<file path="src/rtl/wb_axi_bridge_pkg.sv">
// ============================================================================
// Module  : wb_axi_bridge_pkg
// Brief   : Shared FSM encoding and window offsets for the Wishbone bridge.
// Rev     : 1.0  initial release
// ============================================================================
`default_nettype none

package wb_axi_bridge_pkg;

    typedef enum logic [2:0] {
        ST_IDLE    = 3'd0,
        ST_LW_ADDR = 3'd1,
        ST_LW_DATA = 3'd2,
        ST_LR_ADDR = 3'd3,
        ST_LR_DATA = 3'd4,
        ST_SS_PUSH = 3'd5,
        ST_SM_POP  = 3'd6,
        ST_ACK     = 3'd7
    } state_t;

    localparam logic [11:0] c_LITE_SPAN   = 12'h100;
    localparam logic [11:0] c_OFF_X_PUSH  = 12'h100;
    localparam logic [11:0] c_OFF_X_LAST  = 12'h104;
    localparam logic [11:0] c_OFF_Y_POP   = 12'h108;

endpackage

`default_nettype wire

</file>
<file path="src/rtl/wb_axi_bridge.sv">
// ============================================================================
// Module  : wb_axi_bridge
// Brief   : Wishbone slave window onto an AXI-Lite master and a FIR stream pair.
// Rev     : 1.0  initial release
// ============================================================================
`default_nettype none

module wb_axi_bridge
    import wb_axi_bridge_pkg::*;
#(
    parameter int          pADDR_WIDTH = 32,
    parameter int          pDATA_WIDTH = 32,
    parameter logic [31:0] BASE_ADDR   = 32'h3000_0000
) (
    input  logic                   axis_clk,
    input  logic                   axis_rst_n,
    input  logic                   wbs_cyc_i,
    input  logic                   wbs_stb_i,
    input  logic                   wbs_we_i,
    input  logic [3:0]             wbs_sel_i,
    input  logic [31:0]            wbs_adr_i,
    input  logic [31:0]            wbs_dat_i,
    output logic                   wbs_ack_o,
    output logic [31:0]            wbs_dat_o,
    output logic [pADDR_WIDTH-1:0] awaddr,
    output logic                   awvalid,
    input  logic                   awready,
    output logic [pDATA_WIDTH-1:0] wdata,
    output logic                   wvalid,
    input  logic                   wready,
    output logic [pADDR_WIDTH-1:0] araddr,
    output logic                   arvalid,
    input  logic                   arready,
    input  logic [pDATA_WIDTH-1:0] rdata,
    input  logic                   rvalid,
    output logic                   rready,
    output logic [pDATA_WIDTH-1:0] ss_tdata,
    output logic                   ss_tlast,
    output logic                   ss_tvalid,
    input  logic                   ss_tready,
    input  logic [pDATA_WIDTH-1:0] sm_tdata,
    input  logic                   sm_tlast,
    input  logic                   sm_tvalid,
    output logic                   sm_tready
);

    state_t                 state_q, state_d;
    logic                   ack_q, ack_d;
    logic [31:0]            dat_q, dat_d;
    logic [pADDR_WIDTH-1:0] awaddr_q, awaddr_d, araddr_q, araddr_d;
    logic [pDATA_WIDTH-1:0] wdata_q, wdata_d, ss_tdata_q, ss_tdata_d;
    logic                   ss_tlast_q, ss_tlast_d, y_last_q, y_last_d;
    logic                   awvalid_q, awvalid_d, wvalid_q, wvalid_d;
    logic                   arvalid_q, arvalid_d, rready_q, rready_d;
    logic                   ss_tvalid_q, ss_tvalid_d, sm_tready_q, sm_tready_d;

    logic [11:0]            w_off;
    logic                   w_hit;
    logic                   w_unused;

    assign w_off    = wbs_adr_i[11:0];
    assign w_hit    = wbs_cyc_i && wbs_stb_i && (wbs_adr_i[31:12] == BASE_ADDR[31:12]);
    assign w_unused = ^{wbs_sel_i, y_last_q};

    always_comb begin
        state_d     = state_q;
        ack_d       = 1'b0;
        dat_d       = dat_q;
        awaddr_d    = awaddr_q;
        araddr_d    = araddr_q;
        wdata_d     = wdata_q;
        ss_tdata_d  = ss_tdata_q;
        ss_tlast_d  = ss_tlast_q;
        y_last_d    = y_last_q;
        awvalid_d   = awvalid_q;
        wvalid_d    = wvalid_q;
        arvalid_d   = arvalid_q;
        rready_d    = rready_q;
        ss_tvalid_d = ss_tvalid_q;
        sm_tready_d = sm_tready_q;

        case (state_q)
            ST_IDLE: begin
                if (w_hit) begin
                    if (w_off < c_LITE_SPAN) begin
                        if (wbs_we_i) begin
                            awaddr_d  = pADDR_WIDTH'(w_off);
                            wdata_d   = pDATA_WIDTH'(wbs_dat_i);
                            awvalid_d = 1'b1;
                            state_d   = ST_LW_ADDR;
                        end else begin
                            araddr_d  = pADDR_WIDTH'(w_off);
                            arvalid_d = 1'b1;
                            state_d   = ST_LR_ADDR;
                        end
                    end else if (wbs_we_i && (w_off == c_OFF_X_PUSH || w_off == c_OFF_X_LAST)) begin
                        ss_tdata_d  = pDATA_WIDTH'(wbs_dat_i);
                        ss_tlast_d  = (w_off == c_OFF_X_LAST);
                        ss_tvalid_d = 1'b1;
                        state_d     = ST_SS_PUSH;
                    end else if (!wbs_we_i && w_off == c_OFF_Y_POP) begin
                        sm_tready_d = 1'b1;
                        state_d     = ST_SM_POP;
                    end else begin
                        // Unmapped offsets complete immediately; reads see zero.
                        if (!wbs_we_i) dat_d = '0;
                        ack_d   = 1'b1;
                        state_d = ST_ACK;
                    end
                end
            end
            ST_LW_ADDR: if (awready) begin
                awvalid_d = 1'b0;
                wvalid_d  = 1'b1;
                state_d   = ST_LW_DATA;
            end
            ST_LW_DATA: if (wready) begin
                wvalid_d = 1'b0;
                ack_d    = 1'b1;
                state_d  = ST_ACK;
            end
            ST_LR_ADDR: if (arready) begin
                arvalid_d = 1'b0;
                rready_d  = 1'b1;
                state_d   = ST_LR_DATA;
            end
            ST_LR_DATA: if (rvalid) begin
                rready_d = 1'b0;
                dat_d    = 32'(rdata);
                ack_d    = 1'b1;
                state_d  = ST_ACK;
            end
            ST_SS_PUSH: if (ss_tready) begin
                ss_tvalid_d = 1'b0;
                ack_d       = 1'b1;
                state_d     = ST_ACK;
            end
            ST_SM_POP: if (sm_tvalid) begin
                sm_tready_d = 1'b0;
                dat_d       = 32'(sm_tdata);
                y_last_d    = sm_tlast;
                ack_d       = 1'b1;
                state_d     = ST_ACK;
            end
            ST_ACK:  state_d = ST_IDLE;
            default: state_d = ST_IDLE;
        endcase
    end

    always_ff @(posedge axis_clk) begin
        if (!axis_rst_n) begin
            state_q     <= ST_IDLE;
            ack_q       <= 1'b0;
            dat_q       <= '0;
            awaddr_q    <= '0;
            araddr_q    <= '0;
            wdata_q     <= '0;
            ss_tdata_q  <= '0;
            ss_tlast_q  <= 1'b0;
            y_last_q    <= 1'b0;
            awvalid_q   <= 1'b0;
            wvalid_q    <= 1'b0;
            arvalid_q   <= 1'b0;
            rready_q    <= 1'b0;
            ss_tvalid_q <= 1'b0;
            sm_tready_q <= 1'b0;
        end else begin
            state_q     <= state_d;
            ack_q       <= ack_d;
            dat_q       <= dat_d;
            awaddr_q    <= awaddr_d;
            araddr_q    <= araddr_d;
            wdata_q     <= wdata_d;
            ss_tdata_q  <= ss_tdata_d;
            ss_tlast_q  <= ss_tlast_d;
            y_last_q    <= y_last_d;
            awvalid_q   <= awvalid_d;
            wvalid_q    <= wvalid_d;
            arvalid_q   <= arvalid_d;
            rready_q    <= rready_d;
            ss_tvalid_q <= ss_tvalid_d;
            sm_tready_q <= sm_tready_d;
        end
    end

    assign wbs_ack_o = ack_q;
    assign wbs_dat_o = dat_q;
    assign awaddr    = awaddr_q;
    assign awvalid   = awvalid_q;
    assign wdata     = wdata_q;
    assign wvalid    = wvalid_q;
    assign araddr    = araddr_q;
    assign arvalid   = arvalid_q;
    assign rready    = rready_q;
    assign ss_tdata  = ss_tdata_q;
    assign ss_tlast  = ss_tlast_q;
    assign ss_tvalid = ss_tvalid_q;
    assign sm_tready = sm_tready_q;

endmodule

`default_nettype wire

</file>
<file path="config.mk">
export PLATFORM = sky130hd
export DESIGN_NAME = wb_axi_bridge
export DESIGN_NICKNAME = d
export VERILOG_FILES = /design/src/rtl/wb_axi_bridge_pkg.sv /design/src/rtl/wb_axi_bridge.sv
export SDC_FILE = /design/constraint.sdc
export NUM_CORES = 1
export LEC_CHECK = 0
export ABC_AREA = 1
export CAP_MARGIN = 20
export CORE_ASPECT_RATIO = 1.5
export CORE_UTILIZATION = 35
export CTS_BUF_LIST = sky130_fd_sc_hd__clkbuf_8 sky130_fd_sc_hd__clkbuf_16
export CTS_CLUSTER_DIAMETER = 200
export CTS_CLUSTER_SIZE = 24
export DETAILED_ROUTE_END_ITERATION = 6
export GPL_TIMING_DRIVEN = 0
export PLACE_DENSITY = 0.73
export SLEW_MARGIN = 20
export SYNTH_ARGS = -nofsm -noshare
export SYNTH_HDL_FRONTEND = slang
export SYNTH_SLANG_ARGS = --single-unit
</file>
<file path="constraint.sdc">
create_clock -name axis_clk -period 4.6 [get_ports axis_clk]
set_input_delay 0.46 -clock axis_clk [delete_from_list [all_inputs] [get_ports axis_clk]]
set_output_delay 0.46 -clock axis_clk [all_outputs]
set_load 0.01 [all_outputs]
</file>
# ---- Word-level counts from Yosys, hierarchy flattened
# Cells that the tools add are included.
dict set report totals {
  input_bits 144
  latch_bits 0
  mem_bits_rw 0
  memories 0
  output_inout_bits 168
  reg_bits 131
  rom_bits 0
}
dict set report classes {
  shifts 0
  eq_ne 26
  reduce_logical 25
  n_lt_le_gt_ge 1
  muxes 56
  n_div 0
  add_sub_neg 0
  n_bitwise 2
  mul 0
}
# op n
set ops {}
lappend ops {{32-bit 2-to-1 mux} 7}
lappend ops {{32-bit case mux with 3 select lines} 1}
lappend ops {{12-bit by 9-bit equality test with 1-bit output, second input constant} 3}
lappend ops {{1-bit 2-to-1 mux} 30}
lappend ops {{2-bit inequality test, second input constant} 15}
lappend ops {{3-bit 2-to-1 mux} 8}
lappend ops {{3-bit case mux with 8 select lines} 1}
lappend ops {{20-bit by 18-bit equality test with 1-bit output, second input constant} 1}
lappend ops {{5-bit AND reduction} 3}
lappend ops {{3-bit equality test, second input constant} 4}
lappend ops {{12-bit by 9-bit < comparator with 1-bit output, second input constant} 1}
lappend ops {{1-bit case mux with 2 select lines} 6}
lappend ops {{4-bit AND reduction} 3}
lappend ops {{2-bit nonzero test} 6}
lappend ops {{8-bit AND reduction} 1}
lappend ops {{7-bit AND reduction} 1}
lappend ops {{3-bit by 2-bit equality test with 1-bit output, second input constant} 2}
lappend ops {{3-bit AND reduction} 2}
lappend ops {{6-bit AND reduction} 1}
lappend ops {{1-bit case mux with 5 select lines} 1}
lappend ops {{1-bit logical AND} 4}
lappend ops {{2-bit 2-to-1 mux} 2}
lappend ops {{3-bit by 1-bit equality test with 1-bit output, second input constant} 1}
lappend ops {{3-bit zero test} 1}
lappend ops {{other kinds (4)} 5}

# ---- Logic depth before layout (Yosys ltp)
# Gate-level depths: netlist of run 1.
dict set report depth {
  word_depth 7
  mapped_depth 13
  mapped_depth_nobuf 12
}

# ---- Worst setup path after synthesis of run 1
# No wires, ideal clock.
dict set report synth_path {
  path_kind {input to register}
  startpoint {input port wbs_adr_i[15]}
  endpoint {register dat_q[12], in the netlist wbs_dat_o[12]}
  slack_ns 2.870
  path_stages 11
  arrival_ns 1.618
  path_buffers 1
  path_cell_list {nor2_1 -> nand2_1 -> nor2_1 -> nand3_2 -> nand2_1 -> nand3_1 -> nor2_4 -> buf_4 -> nand2_1 -> nand2_1 -> nor2_1}
}
dict set report synth_between {
  elab_chain_cells 4
}
# element line_no
set synth_lines {}
lappend synth_lines {{start: declaration} wb_axi_bridge.sv:21} ;# input logic [31:0] wbs_adr_i,
lappend synth_lines {{20-bit by 18-bit equality test with 1-bit output} wb_axi_bridge.sv:62} ;# assign w_hit = wbs_cyc_i && wbs_stb_i && (wbs_adr_i[31:12] == BASE_ADDR[31:12]);
lappend synth_lines {{1-bit logical AND} wb_axi_bridge.sv:62}
lappend synth_lines {{2-bit inequality test (no source line)} --}
lappend synth_lines {{8-bit AND reduction (no source line)} --}
lappend synth_lines {{end signal: assignment} wb_axi_bridge.sv:170} ;# dat_q <= dat_d;
lappend synth_lines {{end: declaration} wb_axi_bridge.sv:49} ;# logic [31:0] dat_q, dat_d;
# No other way between the ends.
# A chain may end at the register's enable or synchronous reset.

# ---- Final worst setup path of run 1
dict set report layout_path {
  startpoint {input port wbs_adr_i[10]}
  endpoint {register ss_tdata_q[27], in the netlist ss_tdata[27]}
}
dict set report layout_between {
  elab_chain_cells 4
}
# element line_no
set layout_lines {}
lappend layout_lines {{branches (longest 3 deep; another with 12-bit by 9-bit < comparator with 1-bit output)} --}
lappend layout_lines {{4-bit AND reduction (no source line) (*)} --}
lappend layout_lines {{end signal: assignment} wb_axi_bridge.sv:174} ;# ss_tdata_q <= ss_tdata_d;
lappend layout_lines {{end: declaration} wb_axi_bridge.sv:51} ;# logic [pDATA_WIDTH-1:0] wdata_q, wdata_d, ss_tdata_q, ss_tdata_d;
# Mark *: on every way between the ends.

==> flow_metrics.env, run 1 <==
export IMPL_status="complete, no violations"
export IMPL_seq_area_um2=2623
export IMPL_dr_pass1_iters=5
export IMPL_cts_tree="built"
export IMPL_slowest_delay_ns=0.40
export IMPL_syn_area_um2=5889
export IMPL_coreArea_um2=16330
export IMPL_grt_max_degree=18
export IMPL_tns_ns=0
export IMPL_grt_setup_unrepaired="no"
export IMPL_die_area_um2=17360
export IMPL_utilization=0.5848
export IMPL_antenna_found_initial=1
export IMPL_layout_commonest_cell="clkdlybuf4s50_1"
export IMPL_die_x_um=107.9
export IMPL_cts_setup_buffers=0
export IMPL_crit_chain="clkdlybuf4s50_1 -> nor2_1 -> nand2_1 -> nor2_1 -> nand3_1 -> nor3_1 -> nand3_1 -> clkbuf_1 -> nor2_1 -> nor2_1"
export IMPL_synth_area_per_cell_um2=7.253
export IMPL_synth_cells=812
export IMPL_synth_seq_area_share=0.4453
export IMPL_gp_congestion=0.8420
export IMPL_fin_nets=1279
export IMPL_hold_path_cell_count=2
export IMPL_synth_seq_cells=131
export IMPL_pwr_density_cell_nw_per_um2=449.0
export IMPL_synth_cell_types=34
export IMPL_hold_viol_final=0
export IMPL_num_rows=57
export IMPL_fin_skew_ns=0.01217
export IMPL_max_clock_path_buffers=2
export IMPL_num_fill_cells=1580
export IMPL_drv_cap=0
export IMPL_path_buf_inv=2
export IMPL_power_leakage_nw=4.067
export IMPL_start_kind="primary input"
export IMPL_required_ns=4.91
export IMPL_cts_resized=0
export IMPL_holdBufCountCts=0
export IMPL_start_util=0.3606
export IMPL_areaGrowthSynthToFinish_pct=62.18
export IMPL_drt_iter0_drc=152
export IMPL_path_max_fanout=10
export IMPL_grt_pass1_vias=6117
export IMPL_hpwl_um=14900
export IMPL_vias=6201
export IMPL_fmax_mhz=452.8
export IMPL_clkLatencyLatePin_ns=0.42
export IMPL_path_class="primary input to register"
export IMPL_design_area_um2=9552
export IMPL_postRouteWirelength_um=19060
export IMPL_numPortBuffers=265
export IMPL_ys_warn_count=0
export IMPL_ant_nets=0
export IMPL_routedWlPerCell_um=14.07
export IMPL_maxSlewHeadroom=0.5904
export IMPL_period_share=0.4801
export IMPL_gr_total_overflow=0
export IMPL_arrival_ns=2.52
export IMPL_end_kind="register"
export IMPL_dieHeight_um=160.9
export IMPL_rr_worst_depth=9
export IMPL_finalSetupViolCount=0
export IMPL_ir_drop_uv=270.4
export IMPL_crit_slowest_cell="clkdlybuf4s50_1"
export IMPL_crit_family="simple AND/OR/NAND/NOR gates"
export IMPL_drc=0
export IMPL_clock_root_buffer="clkbuf_16"
export IMPL_hold_path_class="register to register"
export IMPL_avgViaCountPerCell=4.576
export IMPL_clkTransAtPathRegs_ns=0.07
export IMPL_dpl_cell_area_um2=8946
export IMPL_slew_violations=0
export IMPL_final_cell_mix="clkdlybuf4s50_1 (265), nor2_1 (239), dfxtp_1 (131)"
export IMPL_numCtsBuffers=17
export IMPL_tightest_slew_ns=0.6143
export IMPL_fin_crit_ns=2.208
export IMPL_drive_gt1_frac=0.1002
export IMPL_cpMostUsedCell="nor2_1"
export IMPL_num_io_pins=312
export IMPL_multiInputGateArea_um2=2611
export IMPL_path_depth=10
export IMPL_track_usage=0.2198
export IMPL_numClockSinks=131
export IMPL_grt_first_pass_wirelength_um=29810
export IMPL_cts_max_level=4
final cells by class:
type,instances,share of cell area
Multi-Input combinational cell,567,0.2734
Clock buffer,17,0.04454
Clock inverter,15,0.01860
Tap cell,206,0.02698
Buffer,86,0.05711
Antenna cell,1,0.0002620
Sequential cell,131,0.2746
Inverter,67,0.02685
Timing Repair Buffer,265,0.2777
kinds of logic (layout without fill, tap and decap cells):
logic type	Yosys count	in the layout	share of synthesized area
other	1	41	0.0006367
flip-flops	131	131	0.4453
AO/OA/AOI/OAI	145	145	0.1536
buffers and inverters	153	450	0.1362
AND/OR/NAND/NOR	382	382	0.2643
state kept, by name, indices dropped and copies added, names as in the netlist:
name,count
wvalid,1
rready,1
state_q,3
wdata,32
awaddr,12
wbs_ack_o,1
awvalid,1
ss_tlast,1
sm_tready,1
ss_tvalid,1
araddr,12
arvalid,1
ss_tdata,32
wbs_dat_o,32
worst register-to-register path: cells and delay by family, from the launching register on:
family	cells	cell delay [ns]
buf+inv	3	0.56
compound gates	1	0.10
simple gates	5	0.89
flops	1	0.31
routing by layer:
metal	up-vias	track usage	routed length (um)	share of wire
li1	3169	-	-	-
met1	2752	0.2095	6784	0.36
met2	247	0.4172	9905	0.52
met3	33	0.08157	1885	0.099
met4	0	0.08095	484	0.025
met5	-	0	0	0
worst paths after layout:
path	from	end	slack [ns]
worst max register to register	state_q[2]	ss_tdata[9]	2.66
worst min-delay path	araddr[8]	araddr[8]	0.44
worst max-delay path	wbs_adr_i[10]	ss_tdata[27]	2.39
worst min register to register	araddr[8]	araddr[8]	0.44
cell usage after synthesis, drive strengths merged:
cell	instances	area, um2
o2111ai	1	8.760
nor2	245	963.4
nand2	109	421.7
o22ai	1	6.260
o21ai	83	415.4
nor3	5	41.29
o31ai	1	7.510
conb	1	3.750
clkbuf	18	67.56
nand3b	3	22.52
a211oi	2	15.01
a21oi	23	118.9
buf	68	478.0
a32o	32	320.3
a31oi	2	12.51
nand3	18	95.09
nand4	2	12.51
dfxtp	131	2623
inv	67	256.5
metrics by stage:
step / instances / hold WS (ns) / total power, mW / setup slack [ns]
3_3_place_gp: 1322 / 0.4209 / 2.946 / 1.913
5_1_grt: 1355 / 0.4566 / 4.568 / 2.114
6_report: 1355 / 0.4352 / 4.288 / 2.392
3_5_place_dp: 1322 / 0.4264 / 2.969 / 1.874
2_1_floorplan: 851 / 0.4596 / 2.336 / 2.870
4_1_cts: 1354 / 0.4374 / 4.331 / 2.316
power breakdown:
group / leakage (nW) / switching (mW) / internal (mW)
sequential: 1.06 / 0.0778 / 1.30
clock: 0.293 / 0.616 / 0.738
combinational: 2.71 / 0.830 / 0.727
total: 4.07 / 1.52 / 2.76
(Power assumes the default switching activity.)
==> run 2, diff against run 1 <==
- clock period: 4.6 -> 2.04 ns (I/O delays scaled with it)
==> run 2 against run 1 <==
Effect of this change:
- critical endpoint is now wbs_dat_o[14]
- setup slack worse by 2.3 ns
- critical path depth up 1
- first-iteration DRC count up 2.0%
- flip-flop and latch count unchanged
- via count up 0.19%
- sequential share of layout area down 0.082 points
- cell area up 0.30%
- cell count about the same
- largest power group unchanged
- register-to-register slack worse by 2.5 ns
- critical path type is now register to register
- non-clock buffer count up 1
==> flow_metrics.env, run 2 (synthesis gave the netlist of run 1 again) <==
export IMPL_pwr_share_comb=0.364
export IMPL_track_usage=0.2198
export IMPL_cp_startpoint="state_q[0]"
export IMPL_r2r_end="wbs_dat_o[14]"
export IMPL_dr_pass1_iters=5
export IMPL_drv_cap=0
export IMPL_rr_worst_depth=11
export IMPL_ir_drop_uv=609.8
export IMPL_slew_violations=0
export IMPL_place_inst=1322
export IMPL_p_int_mw=6.235
export IMPL_cts_max_level=4
export IMPL_grt_pass1_vias=6117
export IMPL_arrival_ns=2.21
export IMPL_status="complete, no violations"
export IMPL_final_cell_mix="clkdlybuf4s50_1 (265), nor2_1 (238), dfxtp_1 (131)"
export IMPL_fmax_mhz=524.5
export IMPL_path_max_fanout=10
export IMPL_clkTransAtPathRegs_ns=0.07
export IMPL_tightest_slew_ns=0.5947
export IMPL_grt_max_degree=18
export IMPL_path_buf_inv=3
export IMPL_fin_ws_ns=0.1336
export IMPL_areaGrowthSynthToFinish_pct=62.67
export IMPL_drc=0
export IMPL_dp_slack_ns=-0.4296
export IMPL_num_rows=57
export IMPL_hold_viol_final=0
export IMPL_coreArea_um2=16330
export IMPL_routedWlPerCell_um=14.06
export IMPL_numCtsBuffers=17
export IMPL_power_leakage_nw=4.079
export IMPL_vias=6213
export IMPL_ant_nets=0
export IMPL_max_clock_path_buffers=2
export IMPL_grt_first_pass_wirelength_um=29810
export IMPL_crit_slowest_cell="dfxtp_1"
export IMPL_pwr_density_cell_nw_per_um2=1011
export IMPL_maxSlewHeadroom=0.6035
export IMPL_critical_path_endpoint="wbs_dat_o[14]"
export IMPL_numClockSinks=131
export IMPL_r2r_setup_slack_ns=0.13
export IMPL_start_kind="register"
export IMPL_drive_gt1_frac=0.1044
export IMPL_drt_iter0_drc=155
export IMPL_avgViaCountPerCell=4.582
export IMPL_cts_tree="built"
export IMPL_start_util=0.3606
export IMPL_hpwl_um=14900
export IMPL_clock_power_share=0.316
export IMPL_path_class="register to register"
export IMPL_gp_congestion=0.8420
export IMPL_die_area_um2=17360
export IMPL_period_share=0.9345
export IMPL_r2r_start="state_q[0]"
export IMPL_end_kind="register"
export IMPL_path_depth=11
export IMPL_hold_path_class="primary input to register"
export IMPL_swShare=0.3560
export IMPL_p_switching_mw=3.447
export IMPL_cpMostUsedCell="nand2_1"
export IMPL_dieHeight_um=160.9
export IMPL_layout_commonest_cell="clkdlybuf4s50_1"
export IMPL_num_io_pins=312
export IMPL_required_ns=2.34
export IMPL_postRouteWirelength_um=19060
export IMPL_holdBufCountCts=0
export IMPL_finalSetupViolCount=0
export IMPL_fin_skew_ns=0.01215
export IMPL_slowest_delay_ns=0.31
export IMPL_fin_nets=1280
export IMPL_fin_crit_ns=1.906
export IMPL_crit_chain="buf_4 -> inv_1 -> nand2_1 -> nor2_4 -> a21oi_1 -> nand3_1 -> nor2_4 -> buf_4 -> nand2_1 -> nand2_1 -> nor2_1"
export IMPL_gr_total_overflow=0
export IMPL_antenna_found_initial=1
export IMPL_numPortBuffers=265
export IMPL_die_x_um=107.9
export IMPL_clkLatencyLatePin_ns=0.42
export IMPL_clock_root_buffer="clkbuf_16"
export IMPL_final_cells=1356
export IMPL_crit_family="simple AND/OR/NAND/NOR gates"
export IMPL_tns_ns=0
export IMPL_pwr_share_seq=0.321
-- run 2: cell types whose count changed in the layout (fill, tap and decap cells not counted), sizes merged --
| cell | before | now |
|---|---|---|
| clkbuf | 35 | 36 |
-- run 2: worst min-delay path by stage --
stage | start | end | slack [ns] | cells after the start
4_1_cts | wbs_dat_i[18] | ss_tdata[18] | 0.36 | 3
3_3_place_gp | awaddr[8] | awaddr[8] | 0.42 | 2
5_1_grt | wbs_dat_i[18] | ss_tdata[18] | 0.39 | 3
2_1_floorplan | wbs_dat_i[0] | ss_tdata[0] | 0.32 | 2
6_report | wbs_dat_i[18] | ss_tdata[18] | 0.39 | 3
3_5_place_dp | awaddr[8] | awaddr[8] | 0.43 | 2
-- run 2: worst reg2reg max path, cell delays in order, from the launching register on --
cell and delay, ns:
dfxtp_1 0.31, buf_4 0.17, inv_1 0.09, nand2_1 0.16
nor2_4 0.11, a21oi_1 0.18, nand3_1 0.13, nor2_4 0.26
buf_4 0.24, nand2_1 0.07, nand2_1 0.05, nor2_1 0.04
-- run 2: through the flow --
| stage | cell area (um2) | total power, mW | hold slack (ns) | utilization |
|---|---|---|---|---|
| 5_1_grt | 9580 | 10.31 | 0.3889 | 0.5866 |
| 6_report | 9580 | 9.682 | 0.3865 | 0.5866 |
| 2_1_floorplan | 6036 | 5.268 | 0.3247 | - |
| 4_1_cts | 9549 | 9.766 | 0.3644 | 0.5847 |
| 3_5_place_dp | 8946 | 6.696 | 0.4264 | 0.5478 |
| 3_3_place_gp | 8946 | 6.644 | 0.4209 | 0.5478 |
-- run 2: cell type report --
| cell class | instances | area (um2) |
|---|---|---|
| antenna | 1 | 2.502 |
| buffer | 86 | 549.3 |
| clock buffer | 17 | 425.4 |
| clock inverter | 15 | 177.7 |
| fill | 1576 | 6751 |
| inverter | 67 | 256.5 |
| multi-input combinational | 567 | 2629 |
| sequential | 131 | 2623 |
| tap | 206 | 257.7 |
| timing repair buffer | 266 | 2660 |
-- run 2: power by group through the flow --
stage	Combinational [mW]	Clock [mW]	Sequential [mW]
floorplan	1.95	0	3.32
global placement	3.50	0	3.15
detailed placement	3.53	0	3.16
CTS	3.54	3.12	3.11
global route	3.93	3.23	3.15
finish	3.52	3.05	3.10
-- run 2: timing repair --
item / 4_1_cts / 5_1_grt
resized for setup: 0 / 7
setup buffers: 0 / 1
endpoints found under the hold margin: 0 / 0
endpoints found under the setup margin: 0 / 55
-- run 2: layer usage --
| layer | part of all wire | vias up | global-route usage |
|---|---|---|---|
| met1 | 0.36 | 2763 | 0.2095 |
| met3 | 0.097 | 33 | 0.08157 |
| met4 | 0.026 | 0 | 0.08095 |
| met5 | 0 | - | 0 |
| li1 | - | 3171 | - |
| met2 | 0.52 | 246 | 0.4172 |
==> run 3, diff against run 2 <==
- SKIP_LAST_GASP: unset -> 1
==> results of run 3 <==
Final layout, timing and power as in run 2 (identical DEF).
